==> config.mk <==
export PLATFORM = sky130hd
export DESIGN_NAME = program_loader
export DESIGN_NICKNAME = d
export VERILOG_FILES = /design/src/rtl/program_loader.sv
export SDC_FILE = /design/constraint.sdc
export NUM_CORES = 1
export LEC_CHECK = 0
export ABC_AREA = 1
export ABC_CLOCK_PERIOD_IN_PS = 3400
export BUFFER_PORTS_ARGS = -buffer_cell sky130_fd_sc_hd__buf_2
export CAP_MARGIN = 20
export CORE_AREA = 4 4 192 194
export CTS_BUF_LIST = sky130_fd_sc_hd__clkbuf_4 sky130_fd_sc_hd__clkbuf_8
export CTS_CLUSTER_SIZE = 40
export DETAILED_ROUTE_END_ITERATION = 12
export DIE_AREA = 0 0 196 198
export PLACE_DENSITY_LB_ADDON = 0.1
export SKIP_LAST_GASP = 1
export SYNTH_ARGS = -nofsm -noshare
export SYNTH_HDL_FRONTEND = slang
export SYNTH_SLANG_ARGS = --single-unit
==> constraint.sdc <==
create_clock -name clock -period 3.4 [get_ports clock]
set_clock_uncertainty 0.05 [all_clocks]
set_input_delay 0.68 -clock clock [delete_from_list [all_inputs] [get_ports clock]]
set_output_delay 0.68 -clock clock [all_outputs]
set_load 0.01 [all_outputs]
==> src/rtl/program_loader.sv <==
// program_loader
//   Sequential DMA-style loader that copies a block of 32-bit words from the
//   HD (disk) read port into instruction memory through the memory's write
//   port. The lfhd path uses it to pull the OS or a user program into
//   instruction memory before or while the BIOS runs.
//
//   One word moves per READ -> WAIT(HD_LAT) -> WRITE sequence, so each word
//   costs HD_LAT+2 cycles. A request costs 2 + numWords*(HD_LAT+2) cycles
//   from the cycle start is sampled to the done pulse.
//
// Parameters
//   HD_LAT      HD read latency in cycles (>= 1): hdRead cycle -> hdData valid
//   IMEM_DEPTH  instruction memory depth in words (legal addresses 0..DEPTH-1)
//   WRITE_CODE  controleSalvaInstrucao value that commits one word
//
// Ports
//   clock                       system clock, rising edge
//   reset                       synchronous, active-high
//   start                       single-cycle load request (only seen in IDLE)
//   hdBase / memBase / numWords request descriptor, latched on start
//   hdAddr, hdRead              HD read address and strobe
//   hdData                      HD read data, valid HD_LAT cycles after hdRead
//   entradaDeInstrucao          word being written to instruction memory
//   posicaoParaSalvarInstrucao  destination word address
//   controleSalvaInstrucao      WRITE_CODE for one cycle per word, else 0
//   busy                        high in CHECK/READ/WAIT/WRITE
//   done                        one-cycle pulse at the end of every request
//   error                       destination range violation of last request
//   wordsLoaded                 words committed by current/last request
module program_loader #(
  parameter int         HD_LAT     = 1,
  parameter int         IMEM_DEPTH = 201,
  parameter logic [2:0] WRITE_CODE = 3'b001
) (
  input  logic        clock,
  input  logic        reset,
  input  logic        start,
  input  logic [31:0] hdBase,
  input  logic [31:0] memBase,
  input  logic [31:0] numWords,
  output logic [31:0] hdAddr,
  output logic        hdRead,
  input  logic [31:0] hdData,
  output logic [31:0] entradaDeInstrucao,
  output logic [31:0] posicaoParaSalvarInstrucao,
  output logic [2:0]  controleSalvaInstrucao,
  output logic        busy,
  output logic        done,
  output logic        error,
  output logic [31:0] wordsLoaded
);

  typedef enum logic [2:0] {
    S_IDLE,
    S_CHECK,
    S_READ,
    S_WAIT,
    S_WRITE,
    S_DONE
  } state_t;

  // WAIT counts down from HD_LAT-1; the edge leaving the count of zero is
  // the one on which hdData is valid and gets captured.
  localparam logic [31:0] WAIT_LAST = 32'(HD_LAT - 1);

  state_t      state;
  logic [31:0] hd_base_q;
  logic [31:0] mem_base_q;
  logic [31:0] num_words_q;
  logic [31:0] idx;
  logic [31:0] wait_cnt;
  logic [31:0] idx_next;

  // The end address is formed in 33 bits so a memBase near 2^32 cannot wrap
  // around and look like an in-range request.
  function automatic logic range_bad(input logic [31:0] base,
                                     input logic [31:0] count);
    logic [32:0] end_excl;
    end_excl = {1'b0, base} + {1'b0, count};
    return (end_excl > 33'(IMEM_DEPTH));
  endfunction

  assign idx_next = idx + 32'd1;

  // Request descriptor: pure data, captured whenever a request is accepted.
  always_ff @(posedge clock) begin
    if (state == S_IDLE && start) begin
      hd_base_q   <= hdBase;
      mem_base_q  <= memBase;
      num_words_q <= numWords;
    end
  end

  // Control FSM with registered outputs. Each output is assigned on the edge
  // that enters the state it belongs to, so it is valid for that whole state.
  always_ff @(posedge clock) begin
    if (reset) begin
      state                      <= S_IDLE;
      idx                        <= '0;
      wait_cnt                   <= '0;
      hdAddr                     <= '0;
      hdRead                     <= 1'b0;
      entradaDeInstrucao         <= '0;
      posicaoParaSalvarInstrucao <= '0;
      controleSalvaInstrucao     <= 3'b000;
      busy                       <= 1'b0;
      done                       <= 1'b0;
      error                      <= 1'b0;
      wordsLoaded                <= '0;
    end else begin
      // Strobes are single-cycle unless re-armed by a transition below.
      hdRead                 <= 1'b0;
      controleSalvaInstrucao <= 3'b000;
      done                   <= 1'b0;

      case (state)
        S_IDLE: begin
          if (start) begin
            idx         <= '0;
            wordsLoaded <= '0;
            error       <= 1'b0;
            busy        <= 1'b1;
            state       <= S_CHECK;
          end
        end

        S_CHECK: begin
          if (num_words_q == 32'd0) begin
            busy  <= 1'b0;
            done  <= 1'b1;
            state <= S_DONE;
          end else if (range_bad(mem_base_q, num_words_q)) begin
            error <= 1'b1;
            busy  <= 1'b0;
            done  <= 1'b1;
            state <= S_DONE;
          end else begin
            hdRead <= 1'b1;
            hdAddr <= hd_base_q + idx;
            state  <= S_READ;
          end
        end

        S_READ: begin
          wait_cnt <= WAIT_LAST;
          state    <= S_WAIT;
        end

        S_WAIT: begin
          if (wait_cnt == 32'd0) begin
            entradaDeInstrucao         <= hdData;
            posicaoParaSalvarInstrucao <= mem_base_q + idx;
            controleSalvaInstrucao     <= WRITE_CODE;
            state                      <= S_WRITE;
          end else begin
            wait_cnt <= wait_cnt - 32'd1;
          end
        end

        S_WRITE: begin
          idx         <= idx_next;
          wordsLoaded <= wordsLoaded + 32'd1;
          if (idx_next == num_words_q) begin
            busy  <= 1'b0;
            done  <= 1'b1;
            state <= S_DONE;
          end else begin
            // HD address wraps modulo 2^32 by plain 32-bit addition.
            hdRead <= 1'b1;
            hdAddr <= hd_base_q + idx_next;
            state  <= S_READ;
          end
        end

        S_DONE: begin
          state <= S_IDLE;
        end

        default: begin
          state <= S_IDLE;
        end
      endcase
    end
  end

endmodule

Yosys cells after proc, flatten, opt, wreduce, memory -nomap -nowiden

Index checks and enable logic that the tools add are counted.

Bitwise operators: 1
Mux-type cells: 33
Add/subtract/negate cells: 7
Magnitude comparators: 1
Reductions and logical operators: 17
Equality and inequality tests: 14

Operators by type and width:

| kind                                                                             | number |
|---|---|
| 32-bit case mux with 2 select lines                                              | 4 |
| 32-bit 2-to-1 mux                                                                | 5 |
| 32-bit adder                                                                     | 3 |
| 32-bit by 1-bit adder with 32-bit output, second input constant                  | 2 |
| 32-bit logical NOT                                                               | 2 |
| 32-bit by 32-bit adder with 33-bit output                                        | 1 |
| 33-bit by 8-bit greater-than comparator with 1-bit output, second input constant | 1 |
| 32-bit == test                                                                   | 1 |
| 32-bit by 1-bit subtractor with 32-bit output, second input constant             | 1 |
| 2-bit inequality test, second input constant                                     | 8 |
| 3-bit 2-to-1 mux                                                                 | 5 |
| 3-bit case mux with 5 select lines                                               | 1 |
| 1-bit 2-to-1 mux                                                                 | 14 |
| 4-bit AND reduction                                                              | 3 |
| 2-bit AND reduction                                                              | 4 |
| 2-bit nonzero test                                                               | 4 |
| 3-bit by 2-bit == test with 1-bit output, second input constant                  | 2 |
| 1-bit case mux with 2 select lines                                               | 3 |
| 3-bit by 1-bit == test with 1-bit output, second input constant                  | 1 |
| 3-bit == test, second input constant                                             | 1 |
| 3-bit logical NOT                                                                | 1 |
| 3-bit inequality test, second input constant                                     | 1 |
| 1-bit case mux with 3 select lines                                               | 1 |
| 3-bit nonzero test                                                               | 1 |
| 3 further kinds                                                                  | 3 |

Output and inout port bits: 135
Register bits: 298

Depth between registers and ports, before layout

Gate-level depths: netlist of the first run.

Depth after elaboration: 5
Mapped depth: 23
Mapped depth without buffers: 22

Least setup slack after synthesis of the first run

OpenSTA, ideal clock, no wires.

Path kind: reg2reg
Start: register state[0]
End: register idx[0]
Arrival time: 3516 ps
Cell stages (with the launch flop): 10
Slack: -294 ps
Buffers on the path: 1
Library setup time: 128 ps
Path through: dfxtp_1 > inv_1 > nand2_2 > nor2_1 > nand2_1 > inv_1 > nor2_1 > clkbuf_1 > o21ai_0 > a21oi_1

Longest elaborated chain between the ends: 3

RTL lines:

| element                                                               | line | text |
|---|---|---|
| start: declaration                                                    | 66   | `state_t state;` |
| start signal: assignment                                              | 98   | `state <= S_IDLE;` |
| start signal: assignment                                              | 123  | `state <= S_CHECK;` |
| start signal: assignment                                              | 131  | `state <= S_DONE;` |
| 3-bit == test or 3-bit logical NOT (tied branches)                    | 116  | `case (state)` |
| 2-bit nonzero test (no line) or 2-bit inequality test (tied branches) | -    |  |
| 2-bit AND reduction (no line)                                         | -    |  |
| end signal: assignment                                                | 161  | `idx <= idx_next;` |
| end: declaration                                                      | 70   | `logic [31:0] idx;` |

Parallel ways exist; a longest one is shown, timed or not.
A chain may end at the register's enable or synchronous reset.

Worst setup path in the final report of the first run

Start: register idx[6]
End: register hdAddr[31]

Longest elaborated chain between the ends: 4

RTL lines:

| element                                                                    | line    | text |
|---|---|---|
| 32-bit by 1-bit adder with 32-bit output or 32-bit adder (tied branches)   | 83, 139 |  |
| 32-bit adder, or another cell as far along                                 | 170     | `hdAddr <= hd_base_q + idx_next;` |
| 32-bit 2-to-1 mux, or another cell as far along                            | 163     | `if (idx_next == num_words_q) begin` |
| 32-bit case mux with 2 select lines or 4-bit AND reduction (tied branches) | -       |  |
| end signal: assignment                                                     | 139     | `hdAddr <= hd_base_q + idx;` |
| end signal: assignment                                                     | 170     |  |
| end: declaration                                                           | 41      | `output logic [31:0] hdAddr,` |

Parallel ways exist; a longest one is shown, timed or not. The select of a mux whose other input is x is not followed.

==> reports/metrics.yaml, run 1 <==
outcome:
  status: "finished, final reports clean"
timing:
  slew_headroom_pct: 54.8
  grt_setup_unrepaired: "true"
  period_share_pct: 98.4
  finalSetupViolations: 0
  fmax_mhz: 299
  tightest_slew_ns: 0.677
  finalMaxSlewViolations: 0
  layout_min_cycle_time_ns: 3.35
  hold_violations: 0
worst_setup_path:
  cp_top_family: "simple AND/OR/NAND/NOR gates"
  crit_top_cell: "nand2_1"
  end_kind: "flip-flop"
  crit_chain: "nand2_1 -> nor2_2 -> nand2_1 -> buf_4 -> nor2_1 -> nand3_1 -> nand3_1 -> o21ai_0 -> ha_1 -> nand2_1 -> a21oi_1 -> a211oi_1 -> o21ai_0 -> a21oi_1 -> nand2_1 -> xnor2_1 -> nand2_1 -> a21oi_2"
  cp_max_fo: 4
  slowest_delay_ns: 0.42
  crit_type: "flip-flop to flip-flop"
  worst_setup_path_start_kind: "flip-flop"
  path_buf_inv: 1
  r2r_cells: 18
  cp.arrival_ns: 3.86
  critPathRequiredTime_ns: 3.91
  crit_path_top_delay_cell: "ha_1"
  worst-path-stages: 18
layout:
  fin_area_mm2: 0.0241
  final_layout_size_suffix_gt1_share_pct: 25.0
  fin_nets: 3444
  n_fill_cell: 3095
  syn_to_final_growth_pct: 27.8
  instances_no_fill: 3711
  seqCellArea_mm2: 0.00694
  multi_input_comb_area_mm2: 0.0109
detailed_routing:
  dr.max_layer_used: "met4"
  wl_per_cell_um: 17.5
  ant_nets: 0
  dr.pass1.iters: 6
  wl_met1_mm: 27.2
  vias: 20053
  via_per_inst: 5.40
  wl_mm: 65.0
  route.met3.wl_mm: 4.63
  drt_iter0_drc: 1540
  drc: 0
  dr_wl_met2_mm: 30.3
synthesis:
  yosys-top-cells-area: "dfxtp_1 (21%), edfxtp_1 (15%), nand2_1 (14%)"
  synth_area_mm2: 0.0188
  netlist_instances: 2717
  yosys.cell_count.top_type: "nand2_1"
  ys_warn_count: 0
  synth_top_cell_area_share_pct: 21.3
  avgSynthCellArea_um2: 6.93
  ys_seq_elements: 296
  synth_seq_area_share_pct: 36.6
  synthFlopType: "dfxtp_1"
  synthDistinctLibCells: 63
  synth.cells.most_frequent: "nand2_1 (694), inv_1 (347), nor2_1 (345)"
  synth-async-reset-ratio_pct: 0
  yosys.area.top_type: "dfxtp_1"
  synth_edf_count: 96
clocking:
  clk_pin_slew_ns: 0.07
  clock_sink_count: 296
  h-tree-depth: 2
  cts_hold_buf: 0
  cts_buffer_depth: 3
  insertion_delay_ns: 0.66
  clockRootBuffer: "clkbuf_8"
  cts_tree: "done"
  numCtsBuffers: 51
global_routing:
  track_usage_pct: 31.4
  grt_pass1_wl_mm: 97.7
  antenna_found_initial: 2
  grt-ovfl-total: 0
  grt_max_degree: 76
  grt_pass1_vias: 18576
placed_design:
  dp_cells: 3578
  numPortBuffers: 263
  gp_congestion: 1.08
  placed_area_mm2: 0.0220
  dp_hpwl_mm: 50.4
floorplanning:
  io_pins: 266
  die-area_mm2: 0.0388
  initial_utilization_pct: 53.4
  dieWidth_um: 196
  die_y_um: 198
  rows: 69
  coreArea_mm2: 0.0352
pwr:
  seqPwrFrac_pct: 31.2
  switchingPower_mw: 6.80
  p_leak_nw: 11.8
  vdd_drop_max_mv: 0.785
  swShare_pct: 43.0
  power.share.clock_pct: 21.3
  pwr-share-comb_pct: 47.5
  p_int_mw: 9.01
  power.density_mw_per_mm2: 657
run:
  cap_violations: 0
worst_hold_path:
  min_path_type: "input pin to flip-flop"
  holdPathStages: 1
## final cells by class
class	count	area share, %
diodes	2	0.0208
clock buffers	75	3.88
clock inverters	14	0.437
inverters	361	5.67
multi-input cells	2005	45.3
flip-flops and latches	296	28.8
well taps	461	2.40
repair buffers	497	13.4
## per-stage QoR
| step | hold WS (ns) | TNS [ns] | utilization (%) | total power, mW | setup slack (ns) |
|---|---|---|---|---|---|
| after floorplan | 0.393 | 0 | - | 9.65 | 0.0674 |
| after global placement | 0.389 | -0.336 | 62.5 | 11.9 | -0.0859 |
| after detailed placement | 0.404 | -0.971 | 62.5 | 12.0 | -0.109 |
| after CTS | 0.115 | -0.00466 | 65.5 | 15.4 | -0.00466 |
| after global routing | 0.123 | -0.197 | 68.3 | 17.0 | -0.0562 |
| final | 0.150 | 0 | 68.3 | 15.8 | 0.0547 |
## logic make-up (layout without fill, tap and decap cells)
logic type / count (synthesis) / in the layout / share of synthesized area [%]
AND/OR/NAND/NOR: 1360 / 1360 / 30.7
AO/OA/AOI/OAI: 465 / 465 / 13.6
buffers and inverters: 417 / 947 / 8.52
flip-flops: 296 / 296 / 36.6
adder cells (fa/ha/maj): 101 / 101 / 6.83
XOR/XNOR: 77 / 77 / 3.73
other: 1 / 4 / 0.0199
## power by group through the flow
stage / Combinational [mW] / Sequential [mW] / Clock [mW]
floorplan: 4.69 / 4.96 / 0
global placement: 6.93 / 4.96 / 0
detailed placement: 7.03 / 4.97 / 0
CTS: 7.08 / 4.91 / 3.43
global route: 8.37 / 5.00 / 3.59
finish: 7.51 / 4.93 / 3.36
## final timing paths
path              slack, ns       start            end
setup / recovery       0.05      idx[6]     hdAddr[31]
hold / removal         0.15  hdBase[10]  hd_base_q[10]
setup reg to reg       0.05      idx[6]     hdAddr[31]
hold reg to reg        0.41       error          error
## layer usage
| layer | GRT usage (%) | vias up |
|---|---|---|
| met5 | 0 | - |
| met1 | 41.9 | 9213 |
| met4 | 12.1 | 0 |
| met3 | 4.87 | 144 |
| met2 | 51.8 | 825 |
| li1 | - | 9871 |
## layout by cell type, fill, tap and decap left out, types with 37 or more instances in the layout
cell / instances
xor2_1: 54
ha_1: 76
dfxtp_1: 179
a21oi_1: 192
nor2_1: 323
nand2_2: 39
buf_2: 263
inv_1: 341
nand3_1: 142
nand2_1: 669
o21ai_0: 127
edfxtp_1: 96
nand4_1: 37
buf_4: 220
clkbuf_8: 59
## flip-flops by register name, summed over array words and instances (netlist names)
register,flops
posicaoParaSalvarInstrucao,32
error,1
wordsLoaded,32
busy,1
state,3
entradaDeInstrucao,32
num_words_q,32
wait_cnt,32
hd_base_q,32
controleSalvaInstrucao,1
mem_base_q,32
done,1
idx,32
hdRead,1
hdAddr,32
## repair_timing
action	CTS	global route
hold endpoints to repair	0	0
pin swaps	1	52
endpoints found under the setup margin	17	35
buffers inserted	2	35
resized for setup	7	188
gates cloned	0	5
(Power assumes the default switching activity.)
==> inputs of run 2 (changes only) <==
--- a/config.mk
+++ b/config.mk
@@ -9,11 +9,11 @@
 export ABC_CLOCK_PERIOD_IN_PS = 3400
 export BUFFER_PORTS_ARGS = -buffer_cell sky130_fd_sc_hd__buf_2
 export CAP_MARGIN = 20
-export CORE_AREA = 4 4 192 194
+export CORE_AREA = 2 2 190 192
 export CTS_BUF_LIST = sky130_fd_sc_hd__clkbuf_4 sky130_fd_sc_hd__clkbuf_8
-export CTS_CLUSTER_SIZE = 40
+export CTS_CLUSTER_SIZE = 20
 export DETAILED_ROUTE_END_ITERATION = 12
-export DIE_AREA = 0 0 196 198
+export DIE_AREA = 0 0 192 194
 export PLACE_DENSITY_LB_ADDON = 0.1
 export SKIP_LAST_GASP = 1
 export SYNTH_ARGS = -nofsm -noshare
==> run 2 against run 1 <==
Die area fell by 4.0%. Critical path depth rose by 1. Fmax rose by 0.62%. Non-clock buffer count rose by 2. Sequential power rose by 1%. Global-route usage rose by 1.5 points. Power rose by 3.1%. Critical path type unchanged.
==> reports/metrics.yaml, run 2 (synthesis gave the netlist of run 1 again) <==
outcome:
  status: "finished, final reports clean"
detailed_routing:
  wl_per_cell_um: 17.2
  drt_iter0_drc: 1424
  dr.pass1.iters: 7
  wl_mm: 64.1
  via_per_inst: 5.39
  drc: 0
  ant_nets: 0
  vias: 20054
floorplanning:
  die-area_mm2: 0.0372
  die_y_um: 194
  initial_utilization_pct: 53.4
  rows: 69
  dieWidth_um: 192
  io_pins: 266
  coreArea_mm2: 0.0352
layout:
  instances_no_fill: 3722
  multi_input_comb_area_mm2: 0.0112
  mostFrequentLayoutCell: "nand2_1"
  n_fill_cell: 2972
  fin_nets: 3447
  final_cell_mix: "nand2_1 (675), inv_1 (342), nor2_1 (317), buf_2 (263), buf_4 (221)"
  seqCellArea_mm2: 0.00691
  syn_to_final_growth_pct: 29.7
  final_layout_size_suffix_gt1_share_pct: 25.4
timing:
  grt_setup_unrepaired: "true"
  period_share_pct: 97.8
  slew_headroom_pct: 61.1
  tightest_slew_ns: 0.578
  hold_violations: 0
  layout_min_cycle_time_ns: 3.32
  finalSetupViolations: 0
  fmax_mhz: 301
  whs_ns: 0.160
  finalMaxSlewViolations: 0
clocking:
  numCtsBuffers: 52
  cts_buffer_depth: 3
  insertion_delay_ns: 0.64
  clockRootBuffer: "clkbuf_8"
  clk_pin_slew_ns: 0.06
  cts_tree: "done"
  h-tree-depth: 2
  clock_sink_count: 296
pwr:
  power.density_mw_per_mm2: 667
  switchingPower_mw: 6.96
  swShare_pct: 42.7
  p_int_mw: 9.33
  vdd_drop_max_mv: 0.754
  pwr-share-comb_pct: 47.6
  power.share.clock_pct: 21.8
  p_leak_nw: 11.9
  seqPwrFrac_pct: 30.6
worst_setup_path:
  critPathRequiredTime_ns: 3.91
  crit_type: "flip-flop to flip-flop"
  cp_max_fo: 8
  worst_setup_path_start_kind: "flip-flop"
  cp.arrival_ns: 3.83
  end_kind: "flip-flop"
  r2r_cells: 19
worst_hold_path:
  min_path_type: "input pin to flip-flop"
  holdPathStages: 1
placed_design:
  gp_congestion: 1.05
  numPortBuffers: 263
  dp_hpwl_mm: 49.2
  dp_cells: 3582
global_routing:
  grt_max_degree: 99
  antenna_found_initial: 3
  grt-ovfl-total: 0
  track_usage_pct: 32.9
  grt_pass1_wl_mm: 96.6
  grt_pass1_vias: 18701
run:
  cap_violations: 0
[run 2: changes by cell type in the layout (fill, tap and decap cells not counted), sizes merged]
cell,before,now
buf,493,496
bufinv,1,2
clkinv,12,16
clkbuf,79,81
diode,2,3
[run 2: worst max-delay path: stages (launching register included)]
cell and delay [ns]:
edfxtp_1 0.45, ha_2 0.23, inv_1 0.05, fa_2 0.33
inv_2 0.10, buf_12 0.11, nand3_1 0.14, nand3_2 0.16
nand2_1 0.08, nand3_1 0.07, nand2_1 0.07, nor2_2 0.19
nand2_1 0.09, nor2_2 0.13, nand4_1 0.13, buf_6 0.17
o21ai_4 0.29, buf_6 0.21, nor2_1 0.06, nor2_1 0.11
[run 2: through the flow]
step | total power, mW | util (%) | setup TNS [ns] | setup slack, ns | instance area (um^2)
finish | 16.3 | 69.3 | 0 | 0.0753 | 24400
floorplan | 9.65 | - | 0 | 0.0674 | 18800
detailed placement | 12.1 | 62.6 | -1.20 | -0.171 | 22000
global route | 17.4 | 69.3 | -0.594 | -0.136 | 24400
CTS | 15.7 | 66.1 | 0 | 0.00124 | 23300
global placement | 11.9 | 62.6 | -0.252 | -0.121 | 22000
[run 2: layout make-up]
class	count	share of cell area, %
multi-input cells	2005	45.7
flip-flops and latches	296	28.3
repair buffers	499	13.4
inverters	361	5.59
clock buffers	78	3.96
well taps	461	2.36
clock inverters	19	0.640
diodes	3	0.0307
[run 2: power by group through the flow]
stage	combinational [mW]	clock (mW)	sequential, mW
3_5_place_dp	7.09	0	4.96
4_1_cts	7.18	3.60	4.91
2_1_floorplan	4.69	0	4.96
3_3_place_gp	6.99	0	4.95
6_report	7.76	3.56	4.98
5_1_grt	8.64	3.75	5.04
[run 2: path summary, 6_finish.rpt]
path,start,endpoint,slack (ns)
hold / removal,numWords[22],num_words_q[22],0.16
setup / recovery,mem_base_q[0],hdAddr[21],0.08
setup reg to reg,mem_base_q[0],hdAddr[21],0.08
hold reg to reg,hdAddr[12],hdAddr[12],0.42
[run 2: what timing repair did]
item | CTS | global route
setup endpoints to repair | 34 | 38
hold buffers | 0 | 0
resized for setup | 15 | 199
cloned | 1 | 4
pin swaps | 6 | 47
setup buffers | 5 | 30
[run 2: routing by layer]
metal / share of wire, % / wire [um] / up-vias / global-route usage (%)
li1: - / - / 9907 / -
met1: 41 / 26300 / 9187 / 42.3
met2: 47 / 30100 / 785 / 55.1
met3: 7.3 / 4700 / 175 / 4.31
met4: 4.8 / 3070 / 0 / 14.2
met5: 0 / 0 / - / 0
==> inputs of run 3 (changes only) <==
--- a/config.mk
+++ b/config.mk
@@ -10,7 +10,7 @@
 export BUFFER_PORTS_ARGS = -buffer_cell sky130_fd_sc_hd__buf_2
 export CAP_MARGIN = 20
 export CORE_AREA = 2 2 190 192
-export CTS_BUF_LIST = sky130_fd_sc_hd__clkbuf_4 sky130_fd_sc_hd__clkbuf_8
+export CTS_BUF_LIST = sky130_fd_sc_hd__clkbuf_8
 export CTS_CLUSTER_SIZE = 20
 export DETAILED_ROUTE_END_ITERATION = 12
 export DIE_AREA = 0 0 192 194
==> run 3 against run 2 <==
Wire length decreased by 0.10%. Utilization decreased by 0.22 points. Worst hold slack improved by 0.00082 ns. Sequential power about the same. Cell area decreased by 0.32%. Clock-buffer cell count decreased by 17. Die area unchanged. Largest power group unchanged. Highest routed layer unchanged.
==> reports/metrics.yaml, run 3 (synthesis gave the netlist of run 1 again) <==
detailed_routing:
  drt_iter0_drc: 1456
  ant_nets: 0
  wl_per_cell_um: 17.2
  via_per_inst: 5.38
  dr.pass1.iters: 6
  vias: 20039
  drc: 0
  wl_mm: 64.0
timing:
  finalSetupViolations: 0
  layout_min_cycle_time_ns: 3.34
  hold_violations: 0
  fmax_mhz: 300
  fin_ws_ns: 0.0625
  slew_headroom_pct: 59.4
  tns_ns: 0
  tightest_slew_ns: 0.603
  period_share_pct: 98.2
  grt_setup_unrepaired: "true"
  finalMaxSlewViolations: 0
layout:
  mostFrequentLayoutCell: "nand2_1"
  final_cell_mix: "nand2_1 (674), inv_1 (359), nor2_1 (316), buf_2 (263), buf_4 (221)"
  fin_area_mm2: 0.0243
  final_layout_size_suffix_gt1_share_pct: 24.9
  fin_nets: 3447
  syn_to_final_growth_pct: 29.3
  utilization_pct: 69.1
floorplanning:
  die_y_um: 194
  die-area_mm2: 0.0372
  coreArea_mm2: 0.0352
  dieWidth_um: 192
  initial_utilization_pct: 53.4
  rows: 69
  io_pins: 266
clocking:
  insertion_delay_ns: 0.64
  cts_tree: "done"
  cts_hold_buf: 0
  clk_pin_slew_ns: 0.06
  cts_buffer_depth: 3
  h-tree-depth: 2
  numCtsBuffers: 52
  clock_sink_count: 296
  clockRootBuffer: "clkbuf_8"
global_routing:
  grt-ovfl-total: 0
  grt_pass1_vias: 18686
  grt_pass1_wl_mm: 96.7
  track_usage_pct: 32.9
  antenna_found_initial: 3
  grt_max_degree: 99
run:
  cap_violations: 0
pwr:
  power.share.clock_pct: 20.9
  pwr-share-comb_pct: 48.2
  power.density_mw_per_mm2: 661
  p_leak_nw: 11.9
  swShare_pct: 43.2
  power_mw: 16.1
  p_int_mw: 9.14
  switchingPower_mw: 6.96
  seqPwrFrac_pct: 30.9
  vdd_drop_max_mv: 0.743
worst_setup_path:
  crit_type: "flip-flop to flip-flop"
  slowest_delay_ns: 0.37
  cp_max_fo: 5
  path_buf_inv: 3
  crit_chain: "inv_2 -> nand2_4 -> nor2_4 -> buf_4 -> ha_1 -> inv_1 -> ha_1 -> fa_2 -> nand3_1 -> nand2_1 -> nand3_1 -> nand2_2 -> a21o_1 -> a21oi_1 -> o21ai_1 -> a21oi_1 -> xnor2_1 -> o21ai_1 -> nor2_1"
  critPathRequiredTime_ns: 3.92
  cp.arrival_ns: 3.86
  cp_top_family: "compound AO/OA/AOI/OAI gates"
  worst_setup_path_start_kind: "flip-flop"
  crit_path_top_delay_cell: "fa_2"
  end_kind: "flip-flop"
outcome:
  status: "finished, final reports clean"
worst_hold_path:
  min_path_type: "input pin to flip-flop"
placed_design:
  dpl_worst_slack_ns: -0.171
  placed_area_mm2: 0.0220
  numPortBuffers: 263
  dp_hpwl_mm: 49.2
  gp_congestion: 1.05
## run 3: cell types whose count changed in the layout (fill, tap and decap cells not counted), moves of 2 or more
cell and delta:
inv_1 +17, o21ai_1 -2, o21ai_0 +2, clkbuf_4 -17
## run 3: cell type report
| cell class | instances | area (um^2) |
|---|---|---|
| fill | 2992 | 10900 |
| inverter | 361 | 1360 |
| clock inverter | 36 | 220 |
| clock buffer | 61 | 840 |
| tap | 461 | 577 |
| timing repair buffer | 499 | 3270 |
| multi-input combinational | 2005 | 11100 |
| antenna | 3 | 7.51 |
| sequential | 296 | 6910 |
## run 3: layer usage
| metal | vias to the layer above | GRT usage [%] | part of all wire, % |
|---|---|---|---|
| met1 | 9161 | 42.5 | 41 |
| met3 | 167 | 4.18 | 6.9 |
| met4 | 0 | 14.1 | 4.8 |
| met5 | - | 0 | 0 |
| met2 | 795 | 55.2 | 47 |
| li1 | 9916 | - | - |
## run 3: worst paths after layout
check                           cells after the start               to         start  slack [ns]
worst max-delay path                               19       hdAddr[18]      state[1]        0.06
worst min-delay path                                1  num_words_q[28]  numWords[28]        0.16
worst max register to register                     19       hdAddr[18]      state[1]        0.06
worst min register to register                      2       hdAddr[12]    hdAddr[12]        0.42
## run 3: stage by stage
stage / cells / hold slack (ns)
after floorplan: 2718 / 0.393
after global placement: 3582 / 0.392
after detailed placement: 3582 / 0.391
after CTS: 3685 / 0.124
after global routing: 3722 / 0.147
final: 3722 / 0.161
## run 3: worst register-to-register path, stage by stage (launching register included)
cell	delay [ns]
dfxtp_1	0.35
inv_2	0.08
nand2_4	0.10
nor2_4	0.06
buf_4	0.13
ha_1	0.30
inv_1	0.06
ha_1	0.21
fa_2	0.37
nand3_1	0.10
nand2_1	0.09
nand3_1	0.09
nand2_2	0.09
a21o_1	0.21
a21oi_1	0.20
o21ai_1	0.16
a21oi_1	0.28
xnor2_1	0.17
o21ai_1	0.09
nor2_1	0.10
## run 3: power groups by stage
| stage | combinational [mW] | clock [mW] | sequential [mW] |
|---|---|---|---|
| 3_5_place_dp | 7.09 | 0 | 4.96 |
| 2_1_floorplan | 4.69 | 0 | 4.96 |
| 3_3_place_gp | 6.99 | 0 | 4.95 |
| 5_1_grt | 8.63 | 3.56 | 5.04 |
| 4_1_cts | 7.18 | 3.41 | 4.91 |
| 6_report | 7.75 | 3.37 | 4.98 |
## run 3: repair_timing
action,4_1_cts,5_1_grt
gates resized for setup,17,193
endpoints found under the setup margin,34,38
pin swaps,6,48
gates cloned,1,4
setup buffers,5,30
